## src/rtl/clkgen_pkg.sv

```systemverilog
// Shared constants and types for the multi-channel clock-strobe generator.
package clkgen_pkg;

   localparam int N_DEF  = 16;
   localparam int CH_DEF = 4;

   typedef logic [N_DEF-1:0] period_t;

   localparam int BUS_W_DEF = N_DEF * CH_DEF;

   function automatic int bus_width(input int n, input int ch);
      return n * ch;
   endfunction

endpackage

```

## src/rtl/clkgen_ch.sv

```systemverilog
// One strobe/square channel: counter, active period, double-buffered shadow period.
// Square output is built only when CLKGEN_MULTI_SQUARE_EN is defined.
module clkgen_ch
   import clkgen_pkg::*;
#(
   parameter int N = N_DEF
) (
   input  logic         clk_i,
   input  logic         reset,
   input  logic         sync,
   input  logic         en,
   input  logic         load,
   input  logic [N-1:0] maxval,
   output logic         strobe,
   output logic         square,
   output logic         pending
);

   logic [N-1:0] ctr_q, ctr_nxt;
   logic [N-1:0] per_q, per_nxt;
   logic [N-1:0] shadow_q, shadow_nxt;
   logic         pend_q, pend_nxt;
   logic         strobe_q, strobe_nxt;
   logic         wrap;
   logic         apply;

   assign wrap  = en && (ctr_q >= per_q);
   assign apply = sync || wrap;

   always_comb begin
      ctr_nxt    = ctr_q;
      per_nxt    = per_q;
      shadow_nxt = shadow_q;
      pend_nxt   = pend_q;
      strobe_nxt = 1'b0;

      if (load) begin
         shadow_nxt = maxval;
         pend_nxt   = 1'b1;
      end

      // A boundary (wrap or sync) swaps in the new period; a same-cycle load wins over the shadow.
      if (apply) begin
         if (load) begin
            per_nxt  = maxval;
            pend_nxt = 1'b0;
         end else if (pend_q) begin
            per_nxt  = shadow_q;
            pend_nxt = 1'b0;
         end
      end

      if (sync) begin
         ctr_nxt = '0;
      end else if (wrap) begin
         ctr_nxt    = '0;
         strobe_nxt = 1'b1;
      end else if (en) begin
         ctr_nxt = ctr_q + N'(1);
      end
   end

   always_ff @(posedge clk_i) begin
      if (reset) begin
         ctr_q    <= '0;
         per_q    <= '0;
         shadow_q <= '0;
         pend_q   <= 1'b0;
         strobe_q <= 1'b0;
      end else begin
         ctr_q    <= ctr_nxt;
         per_q    <= per_nxt;
         shadow_q <= shadow_nxt;
         pend_q   <= pend_nxt;
         strobe_q <= strobe_nxt;
      end
   end

`ifdef CLKGEN_MULTI_SQUARE_EN
   logic square_q;

   always_ff @(posedge clk_i) begin
      if (reset || sync) begin
         square_q <= 1'b0;
      end else if (wrap) begin
         square_q <= ~square_q;
      end
   end

   assign square = square_q;
`else
   assign square = 1'b0;
`endif

   assign strobe  = strobe_q;
   assign pending = pend_q;

endmodule

```

## src/rtl/clkgen_multi.sv

```systemverilog
// CH-channel programmable clock-strobe generator; slices the buses and fans out sync/reset.
// Optional square-wave outputs: define CLKGEN_MULTI_SQUARE_EN.
module clkgen_multi
   import clkgen_pkg::*;
#(
   parameter int N  = N_DEF,
   parameter int CH = CH_DEF
) (
   input  logic                      clk_i,
   input  logic                      reset,
   input  logic [CH-1:0]             en_i,
   input  logic [bus_width(N,CH)-1:0] maxval_i,
   input  logic [CH-1:0]             load_i,
   input  logic                      sync_i,
   output logic [CH-1:0]             strobe_o,
   output logic [CH-1:0]             square_o,
   output logic [CH-1:0]             pending_o
);

   for (genvar c = 0; c < CH; c++) begin : g_ch
      clkgen_ch #(
         .N (N)
      ) u_ch (
         .clk_i   (clk_i),
         .reset   (reset),
         .sync    (sync_i),
         .en      (en_i[c]),
         .load    (load_i[c]),
         .maxval  (maxval_i[c*N +: N]),
         .strobe  (strobe_o[c]),
         .square  (square_o[c]),
         .pending (pending_o[c])
      );
   end

endmodule

```

## config.mk

```make
export PLATFORM = sky130hd
export DESIGN_NAME = clkgen_multi
export DESIGN_NICKNAME = d
export VERILOG_FILES = /design/src/rtl/clkgen_pkg.sv /design/src/rtl/clkgen_ch.sv /design/src/rtl/clkgen_multi.sv
export SDC_FILE = /design/constraint.sdc
export NUM_CORES = 1
export LEC_CHECK = 0
export ABC_AREA = 1
export BUFFER_PORTS_ARGS = -buffer_cell sky130_fd_sc_hd__buf_2
export CAP_MARGIN = 20
export CORE_MARGIN = 10
export CORE_UTILIZATION = 50
export CTS_CLUSTER_DIAMETER = 150
export DETAILED_ROUTE_END_ITERATION = 8
export PLACE_DENSITY_LB_ADDON = 0.1
export SLEW_MARGIN = 10
export SYNTH_ARGS = -nofsm -noshare
export SYNTH_HDL_FRONTEND = slang
export SYNTH_HIERARCHICAL = 1
export SYNTH_SLANG_ARGS = --single-unit
```

## constraint.sdc

```tcl
create_clock -name clk_i -period 1.6 [get_ports clk_i]
set_input_delay 0.24 -clock clk_i [delete_from_list [all_inputs] [get_ports clk_i]]
set_output_delay 0.24 -clock clk_i [all_outputs]
set_load 0.01 [all_outputs]
```

==> results of run 1 <==
worst max-delay path by stage:
stage | startpoint | end | slack [ps] | cells past startpoint
finish | g_ch[3].u_ch/per_q[7] | g_ch[3].u_ch/pending | -310 | 14
detailed placement | g_ch[0].u_ch/per_q[11] | g_ch[0].u_ch/per_q[14] | -350 | 11
global placement | g_ch[0].u_ch/per_q[7] | g_ch[0].u_ch/per_q[5] | -300 | 15
floorplan | g_ch[0].u_ch/per_q[5] | g_ch[0].u_ch/per_q[5] | -20 | 15
global route | g_ch[3].u_ch/per_q[11] | g_ch[3].u_ch/pending | -410 | 12
CTS | g_ch[3].u_ch/per_q[6] | g_ch[3].u_ch/ctr_q[6] | -200 | 16
cell type report:
class	count	share of cell area [%]
repair buffers	231	13.0
inverters	136	3.57
clock inverters	13	0.771
clock buffers	18	3.07
flip-flops and latches	200	28.6
well taps	265	2.32
multi-input cells	876	48.7
flip-flops by register name, summed over array words and instances (netlist names):
signal,count
g_ch.u_ch/shadow_q,64
g_ch.u_ch/strobe,4
g_ch.u_ch/per_q,64
g_ch.u_ch/pending,4
g_ch.u_ch/ctr_q,64
metrics by stage:
stage	cells	TNS (ps)	power, mW	cell area, µm²	setup WS [ps]
2_1_floorplan	1252	-884	6.64	9990	-18.0
3_3_place_gp	1665	-24790	7.12	11400	-305
3_5_place_dp	1665	-28770	7.16	11400	-349
4_1_cts	1729	-20150	11.8	13600	-203
5_1_grt	1739	-45010	12.6	14300	-408
6_report	1739	-30900	12.0	14300	-306
Yosys cell counts:
master / instances / area share, %
and3_2: 4 / 0.31
buf_2: 12 / 0.61
ha_1: 68 / 8.7
clkbuf_1: 16 / 0.61
nor2_4: 8 / 0.92
inv_1: 132 / 5.1
nor2_2: 12 / 0.77
buf_1: 8 / 0.31
nand4_2: 4 / 0.51
nor4_1: 4 / 0.26
o21ai_0: 8 / 0.41
xor2_1: 28 / 2.5
nand2_1: 216 / 8.3
nand4_1: 8 / 0.51
dfxtp_1: 200 / 41
mux2i_1: 64 / 6.5
nor2_1: 192 / 7.3
nor3b_2: 4 / 0.51
conb_1: 4 / 0.15
clkinv_1: 4 / 0.15
nor3_1: 24 / 1.2
xnor2_1: 12 / 1.1
nand3_1: 68 / 3.5
buf_4: 16 / 1.2
or2_0: 4 / 0.26
nand2_4: 4 / 0.46
a21oi_1: 112 / 5.7
nand3_2: 8 / 0.82
nand3b_1: 4 / 0.31
nand2_2: 4 / 0.26
where the power goes:
group          total, mW  internal [mW]  switching (mW)
combinational       2.49           1.09            1.41
sequential          5.39           5.26           0.134
clock               4.13           2.08            2.05
worst max-delay path, stage by stage (launching register included):
cell,delay (ps)
dfxtp_2,340
inv_2,50
ha_4,220
a21oi_1,160
nand2_1,70
nor2_1,130
nand2_1,80
nand2_1,70
nand2_2,60
nand2_4,90
buf_6,110
nand3_4,90
buf_4,190
buf_4,120
nor2_1,70
cell families after synthesis:
group	count (synthesis)	synth area share [%]
simple gates	568	26.2
flops	200	40.8
buf+inv	188	7.96
compound gates	120	6.12
fa+ha+maj	68	8.67
mux	64	6.53
xor+xnor	40	3.57
other cells	4	0.153
per-layer routing:
| metal | GRT usage (%) | wire, µm |
|---|---|---|
| met1 | 23.2 | 11700 |
| met2 | 32.4 | 12600 |
| met3 | 3.29 | 585 |
| met4 | 4.92 | 334 |
| met5 | 0 | 8 |
timing repair:
item / in CTS / in global routing
endpoints found under the setup margin: 135 / 136
gates resized for setup: 244 / 155
setup buffers: 21 / 6
gates cloned: 13 / 5
pin swaps: 79 / 45
==> impl_metrics.json, run 1 <==
{
  "grt_usage_pct": 18.6,
  "grt_pass1_vias": 8877,
  "hold_start": "maxval_i[58]",
  "finalHoldViolations": 0,
  "cts_max_path_buffers": 2,
  "ys_types": 30,
  "drt_iter0_drc": 312,
  "fin_crit_sh_pct": 119,
  "syn_to_final_growth_pct": 45.6,
  "fmax_ghz": 0.525,
  "io_buffers": 82,
  "maxSlewViolCount": 0,
  "syn_nets": 1395,
  "setup_viol": 136,
  "final_cell_mix": "nand2_1 (177), nor2_1 (150), dfxtp_1 (138)",
  "leakage_nw": 6.14,
  "htreeDepth": 4,
  "dieHeight_um": 160,
  "routed_wl_mm": 25.2,
  "cp.required_ps": 1980,
  "yosysWarnings": 6,
  "hold_ws_ps": 69.2,
  "numCtsBuffers": 17,
  "hold_class": "input pin to flop",
  "tightest_slew_ps": 718,
  "synth_area_um2": 9810,
  "path_class": "flop to flop",
  "drcViolationCount": 0,
  "nets": 1605,
  "diodes": 0,
  "drv_cap": 0,
  "antenna_left": 0,
  "design.portCount": 87,
  "grt_max_degree": 33,
  "layout_commonest_cell": "nand2_1",
  "cts_root_buffer": "clkbuf_16",
  "syn_inst": 1252,
  "cp_data_arrival_time_ps": 2280,
  "startpoint_type": "flop",
  "num_rows": 51,
  "grt_antenna_before_repair": 1,
  "yosys_register_bits": 200,
  "power.density_nw_per_um2": 841,
  "relSlewSlack_pct": 52.1,
  "utilization_pct": 73.6,
  "worstSetupEndpointType": "flop",
  "r2r_setup_slack_ps": -310,
  "skew_ps": 16.1,
  "overflow": 0,
  "status": "complete, but fails checks",
  "register_area_um2": 4080,
  "dieArea_um2": 25600,
  "rsz0062_at_grt": "true",
  "cts_sinks": 200,
  "hold_end": "g_ch[3].u_ch/shadow_q[10]",
  "r2r-end": "g_ch[3].u_ch/pending",
  "cts_tree": "built",
  "violations": "setup timing",
  "path_clk_slew_ps": 70,
  "fin_crit_ps": 1910,
  "initial_core_util_pct": 50.6,
  "drive_gt1_share_pct": 46.3,
  "vias_per_cell": 5.00,
  "regToRegStartpoint": "g_ch[3].u_ch/per_q[7]",
  "wl_per_cell_um": 14.5,
  "ff2ff_path_depth": 14,
  "gp_congestion": 0.790,
  "nFillCells": 1456,
  "die_x_um": 160,
  "ys_seq_area_share_pct": 40.8,
  "via_count": 8689,
  "core-area_um2": 19400,
  "cts_hold_buf": 0,
  "ir_worst_vdd_v": 0.000812,
  "critPathMaxFanout": 3,
  "dp_hpwl_mm": 15.0,
  "multiInputGateArea_um2": 6950,
  "insertion_delay_ps": 440,
  "holdPathStages": 3,
  "worst_slack_ps": -306,
  "grt_pass1_wl_mm": 41.1,
  "firstDrtPassIters": 5,
  "syn_avg_cell_area_um2": 7.83
}
No activity file was read; power rests on OpenSTA's default activity.
==> run 2, diff against run 1 <==
--- a/config.mk
+++ b/config.mk
@@ -14,4 +14,5 @@
 export DETAILED_ROUTE_END_ITERATION = 8
 export PLACE_DENSITY_LB_ADDON = 0.1
+export SETUP_SLACK_MARGIN = 0.4
 export SLEW_MARGIN = 10
 export SYNTH_ARGS = -nofsm -noshare
@@ -19,2 +20,3 @@
 export SYNTH_HIERARCHICAL = 1
 export SYNTH_SLANG_ARGS = --single-unit
+export TNS_END_PERCENT = 30
==> constraint.sdc (replaced) <==
create_clock -name clk_i -period 1.6 [get_ports clk_i]
set_input_delay 0.16 -clock clk_i [delete_from_list [all_inputs] [get_ports clk_i]]
set_output_delay 0.16 -clock clk_i [all_outputs]
set_load 0.01 [all_outputs]
==> run 2 against run 1 <==
The run still ends with setup timing left. Sequential power barely moved. Non-clock buffer count rose by 22. Register-to-register slack got worse by 30 ps. Sequential share of layout area rose by 0.12 points. Largest power group unchanged. Highest routed layer is now met4.
==> impl_metrics.json, run 2 (synthesis results as in run 1) <==
{
  "status": "complete, but fails checks",
  "violations": "setup timing",
  "grt_pass1_vias": 8668,
  "regToRegStartpoint": "g_ch[3].u_ch/per_q[15]",
  "setup_viol": 136,
  "routed_wl_mm": 24.2,
  "dieArea_um2": 25600,
  "core-area_um2": 19400,
  "drt_iter0_drc": 318,
  "gp_congestion": 0.807,
  "hold_class": "input pin to flop",
  "numCtsBuffers": 17,
  "dieHeight_um": 160,
  "nets": 1626,
  "firstDrtPassIters": 5,
  "num_rows": 51,
  "worst_slack_ps": -334,
  "initial_core_util_pct": 50.6,
  "skew_ps": 11.7,
  "startpoint_type": "flop",
  "hold_end": "g_ch[0].u_ch/shadow_q[12]",
  "vias_per_cell": 4.91,
  "critPathMaxFanout": 8,
  "path_class": "flop to flop",
  "cts_root_buffer": "clkbuf_16",
  "r2r-end": "g_ch[3].u_ch/per_q[8]",
  "maxSlewViolCount": 0,
  "fmax_ghz": 0.517,
  "cp_data_arrival_time_ps": 2270,
  "drcViolationCount": 0,
  "hold_start": "maxval_i[12]",
  "tightest_slew_ps": 712,
  "cts_tree": "built",
  "grt_max_degree": 33,
  "drive_gt1_share_pct": 41.2,
  "dp_hpwl_mm": 14.7,
  "fin_area_um2": 14200,
  "path_clk_slew_ps": 80,
  "r2r_setup_slack_ps": -330,
  "grt_antenna_before_repair": 0,
  "final_cell_mix": "nand2_1 (185), nor2_1 (166), dfxtp_1 (140)",
  "worstSetupEndpointType": "flop",
  "die_x_um": 160,
  "via_count": 8646,
  "cts_max_path_buffers": 2,
  "power.density_nw_per_um2": 873,
  "wl_per_cell_um": 13.7,
  "layout_commonest_cell": "nand2_1",
  "leakage_nw": 6.23,
  "insertion_delay_ps": 440,
  "grt_pass1_wl_mm": 40.5,
  "placed_cells": 1656,
  "design.portCount": 87,
  "utilization_pct": 73.2,
  "grt_usage_pct": 18.3,
  "power_mw": 12.4,
  "drv_cap": 0,
  "finalHoldViolations": 0,
  "hold_ws_ps": 10.2,
  "holdPathStages": 3,
  "dpl_cell_area_um2": 11300,
  "htreeDepth": 4,
  "antenna_left": 0,
  "fin_crit_ps": 1930,
  "fin_crit_sh_pct": 121,
  "relSlewSlack_pct": 52.5,
  "syn_to_final_growth_pct": 44.8,
  "overflow": 0,
  "diodes": 0,
  "ff2ff_path_depth": 11,
  "instances_no_fill": 1761,
  "cp.required_ps": 1940,
  "ir_worst_vdd_v": 0.000741,
  "io_buffers": 82,
  "cts_sinks": 200,
  "rsz0062_at_grt": "true",
  "reg.largest.list": "g_ch.u_ch/ctr_q (64), g_ch.u_ch/per_q (64), g_ch.u_ch/shadow_q (64)"
}
[run 2: changes by cell type in the layout (fill, tap and decap cells not counted), moves of 9 or more]
cell,delta
nand3_1,+18
nor2_4,-22
nand2_2,-9
dlygate4sd3_1,+39
nand3_2,-14
nor2_1,+16
buf_4,-13
[run 2: layout make-up]
cell class	count	area [µm²]
repair buffers	253	2070
clock inverters	15	216
flip-flops and latches	200	4080
fillers	1435	5190
clock buffers	17	425
inverters	136	510
multi-input cells	875	6570
well taps	265	332
[run 2: worst max-delay path, stage by stage (launching register included)]
cell and delay, ps:
dfxtp_2 350, inv_1 50, ha_1 280, a21oi_1 170, o21ai_1 120, a21oi_2 180
nand2_2 100, nand2_4 120, buf_12 140, nand2_8 90, a21oi_2 170, nor2_1 60
[run 2: worst max path at each step]
| stage | start | end | slack, ps | depth (start not counted) |
|---|---|---|---|---|
| after CTS | g_ch[2].u_ch/per_q[6] | g_ch[2].u_ch/per_q[15] | -230 | 15 |
| after global routing | g_ch[2].u_ch/per_q[5] | g_ch[2].u_ch/per_q[8] | -420 | 15 |
| after floorplan | g_ch[0].u_ch/per_q[5] | g_ch[0].u_ch/per_q[5] | -20 | 15 |
| after detailed placement | g_ch[2].u_ch/per_q[7] | g_ch[2].u_ch/per_q[2] | -350 | 15 |
| final | g_ch[3].u_ch/per_q[15] | g_ch[3].u_ch/per_q[8] | -330 | 11 |
| after global placement | g_ch[2].u_ch/per_q[7] | g_ch[2].u_ch/per_q[2] | -330 | 15 |
[run 2: through the flow]
stage,setup TNS [ps],setup slack (ps)
after detailed placement,-25810,-350
final,-28410,-334
after global routing,-43090,-423
after global placement,-21410,-334
after CTS,-19610,-235
after floorplan,-732,-18.0
[run 2: report_power, final]
group / switching [mW] / total (mW) / internal (mW) / leakage (nW)
Clock: 2.20 / 4.63 / 2.43 / 0.312
Combinational: 1.31 / 2.38 / 1.06 / 4.25
Sequential: 0.133 / 5.39 / 5.26 / 1.66
Total: 3.65 / 12.4 / 8.75 / 6.23
[run 2: layer usage]
metal / GRT usage (%) / part of all wire [%] / up-vias
li1: - / - / 4488
met1: 23.3 / 47 / 4020
met2: 30.8 / 49 / 107
met3: 3.44 / 2.7 / 31
met4: 5.26 / 1.4 / 0
met5: 0 / 0 / -
[run 2: timing repair]
item,CTS,global route
hold endpoints to repair,39,0
gates resized for setup,211,120
setup endpoints to repair,136,136
hold buffers,39,0
pin swaps,72,45
gates cloned,12,2
buffers inserted,19,1
==> run 3, diff against run 2 <==
- ABC_AREA: 1 -> unset
==> run 3 against run 2 <==
The flow still finishes with violations (setup timing). Die area increased by 8.7%. Via count increased by 10%. Worst setup slack got worse by 300 ps. Combinational power increased by 55%. Synthesized area increased by 10%. Flip-flop and latch count unchanged. First-iteration DRC count increased by 44%. Final cell count decreased by 3.3%. Register-to-register slack got worse by 300 ps. Power increased by 8.6%. Critical path depth decreased by 3. Hold slack improved by 7.7 ps. Critical endpoint is now g_ch[3].u_ch/per_q[10]. Largest cell class unchanged. Highest routed layer unchanged.
==> impl_metrics.json, run 3 <==
{
  "htreeDepth": 4,
  "worst_slack_ps": -634,
  "startpoint_type": "flop",
  "grt_pass1_vias": 9393,
  "cp.required_ps": 1970,
  "cts_tree": "built",
  "path_clk_slew_ps": 80,
  "cts_sinks": 200,
  "power.density_nw_per_um2": 934,
  "path_class": "flop to flop",
  "synth_edf_count": 0,
  "rsz0062_at_grt": "true",
  "dieArea_um2": 27800,
  "die_x_um": 167,
  "grt_pass1_wl_mm": 46.8,
  "placed_cells": 1632,
  "fmax_ghz": 0.448,
  "p_int_mw": 9.20,
  "switching_share_pct": 31.6,
  "hold_ws_ps": 17.9,
  "utilization_pct": 68.1,
  "wl_per_cell_um": 17.1,
  "design.portCount": 87,
  "insertion_delay_ps": 430,
  "via_count": 9540,
  "seqPwrFrac_pct": 40.6,
  "initial_core_util_pct": 51.0,
  "antenna_left": 0,
  "skew_ps": 10.5,
  "fin_area_um2": 14400,
  "drcViolationCount": 0,
  "ys_types": 51,
  "violations": "setup timing",
  "layout_commonest_cell": "buf_4",
  "cp_data_arrival_time_ps": 2600,
  "dieHeight_um": 167,
  "setup_viol": 136,
  "core-area_um2": 21200,
  "hold_class": "input pin to flop",
  "fin_crit_sh_pct": 140,
  "syn_avg_cell_area_um2": 8.86,
  "tightest_slew_ps": 608,
  "nets": 1558,
  "p_clk_share_pct": 31.9,
  "synth.top_cell.area_share_pct": 37.1,
  "dpl_cell_area_um2": 12400,
  "cts_root_buffer": "clkbuf_16",
  "yosys_register_bits": 200,
  "final.setup.tns_ps": -69330,
  "diodes": 0,
  "routed_wl_mm": 29.2,
  "dp_hpwl_mm": 18.5,
  "grt_usage_pct": 19.5,
  "drt_iter0_drc": 458,
  "nFillCells": 1650,
  "ir_worst_vdd_v": 0.000797,
  "firstDrtPassIters": 5,
  "fin_crit_ps": 2230,
  "async_reset_ff_share_pct": 0,
  "yosysWarnings": 6,
  "finalHoldViolations": 0,
  "critPathMaxFanout": 7,
  "instances_no_fill": 1703,
  "syn_to_final_growth_pct": 33.6,
  "ys_seq_area_share_pct": 37.1,
  "leakage_nw": 5.91,
  "synth_area_um2": 10800,
  "yosys-top-cells-area": "dfxtp_1 (37%), ha_1 (7.9%), mux2i_1 (6.3%)",
  "relSlewSlack_pct": 59.5,
  "worstSetupEndpointType": "flop",
  "status": "complete, but fails checks",
  "grt_max_degree": 34,
  "reg.largest.list": "g_ch.u_ch/ctr_q (64), g_ch.u_ch/per_q (64), g_ch.u_ch/shadow_q (64)",
  "num_rows": 53,
  "synth_most_common_cell": "dfxtp_1",
  "power_mw": 13.5,
  "syn_nets": 1361,
  "syn_inst": 1218,
  "io_buffers": 82,
  "drv_cap": 0,
  "ys.flop_type": "dfxtp_1",
  "gp_congestion": 0.790,
  "combPwrFrac_pct": 27.5,
  "overflow": 0,
  "maxSlewViolCount": 0,
  "p_switching_mw": 4.25,
  "cts_max_path_buffers": 2,
  "final_cell_mix": "buf_4 (158), dfxtp_1 (146), a21oi_1 (112)",
  "r2r_setup_slack_ps": -630,
  "synth_top_area_cell": "dfxtp_1",
  "numCtsBuffers": 17,
  "place_ws_ps": -543,
  "vias_per_cell": 5.60,
  "drive_gt1_share_pct": 37.0,
  "synth_commonest_cells": "dfxtp_1 (200), a21oi_1 (120), nor2_1 (90)",
  "grt_antenna_before_repair": 0
}
run 3: cell types whose count changed after synthesis, moves of 38 or more:
cell and change:
nand2_1 -184, clkbuf_1 +38, nand2b_1 +51, o2111ai_1 +48, or4_1 +48, inv_1 -55, nor2_1 -102
run 3: critical path, cell delays in order, from the launching register on:
cell       delay (ps)
dfxtp_2           330
inv_2              80
ha_4              190
nand2b_4          150
a2111oi_4         420
o32ai_4           230
clkbuf_16         220
or4_1             460
nand3_1            90
run 3: layout make-up:
type / instances / area (µm²) / share of cell area, %
inverter: 77 / 289 / 2.01
timing repair buffer: 270 / 2180 / 15.1
sequential: 200 / 4070 / 28.3
clock buffer: 17 / 425 / 2.95
multi-input combinational: 849 / 6940 / 48.2
clock inverter: 15 / 155 / 1.08
tap: 275 / 344 / 2.39
run 3: per-layer routing:
layer	GRT usage, %	vias to the layer above	share of wire, %
li1	-	4777	-
met1	24.8	4522	45
met2	33.5	221	50
met3	3.60	20	4.1
met4	4.20	0	1.0
met5	0	-	0
run 3: power by group through the flow:
stage | sequential [mW] | clock, mW | combinational, mW
floorplan | 5.53 | 0 | 1.83
CTS | 5.46 | 4.39 | 3.04
detailed placement | 5.55 | 0 | 2.69
global placement | 5.54 | 0 | 2.63
finish | 5.47 | 4.29 | 3.70
global route | 5.51 | 4.60 | 3.98
run 3: kinds of logic (layout without fill, tap and decap cells):
family | Yosys count | count (layout) | synth area share, %
AND/OR/NAND/NOR | 427 | 427 | 22.3
AO/OA/AOI/OAI | 224 | 225 | 14.7
adder cells (fa/ha/maj) | 68 | 68 | 7.89
flip-flops | 200 | 200 | 37.1
XOR/XNOR | 56 | 56 | 4.55
other | 4 | 4 | 0.139
buffers and inverters | 170 | 379 | 6.94
multiplexers | 69 | 69 | 6.41
run 3: final timing paths:
kind | from | cells after the start | to
max | g_ch[3].u_ch/ctr_q[0] | 8 | g_ch[3].u_ch/per_q[10]
min | maxval_i[21] | 3 | g_ch[1].u_ch/shadow_q[5]
max reg2reg | g_ch[3].u_ch/ctr_q[0] | 8 | g_ch[3].u_ch/per_q[10]
min reg2reg | g_ch[1].u_ch/per_q[3] | 1 | g_ch[1].u_ch/per_q[3]
run 3: timing repair:
| item | in CTS | in global routing |
|---|---|---|
| endpoints found under the hold margin | 1 | 0 |
| endpoints found under the setup margin | 136 | 136 |
| hold buffers | 1 | 0 |
| gates resized for setup | 111 | 86 |
| gates cloned | 5 | 6 |
| pin swaps | 47 | 47 |
| buffers inserted | 14 | 13 |
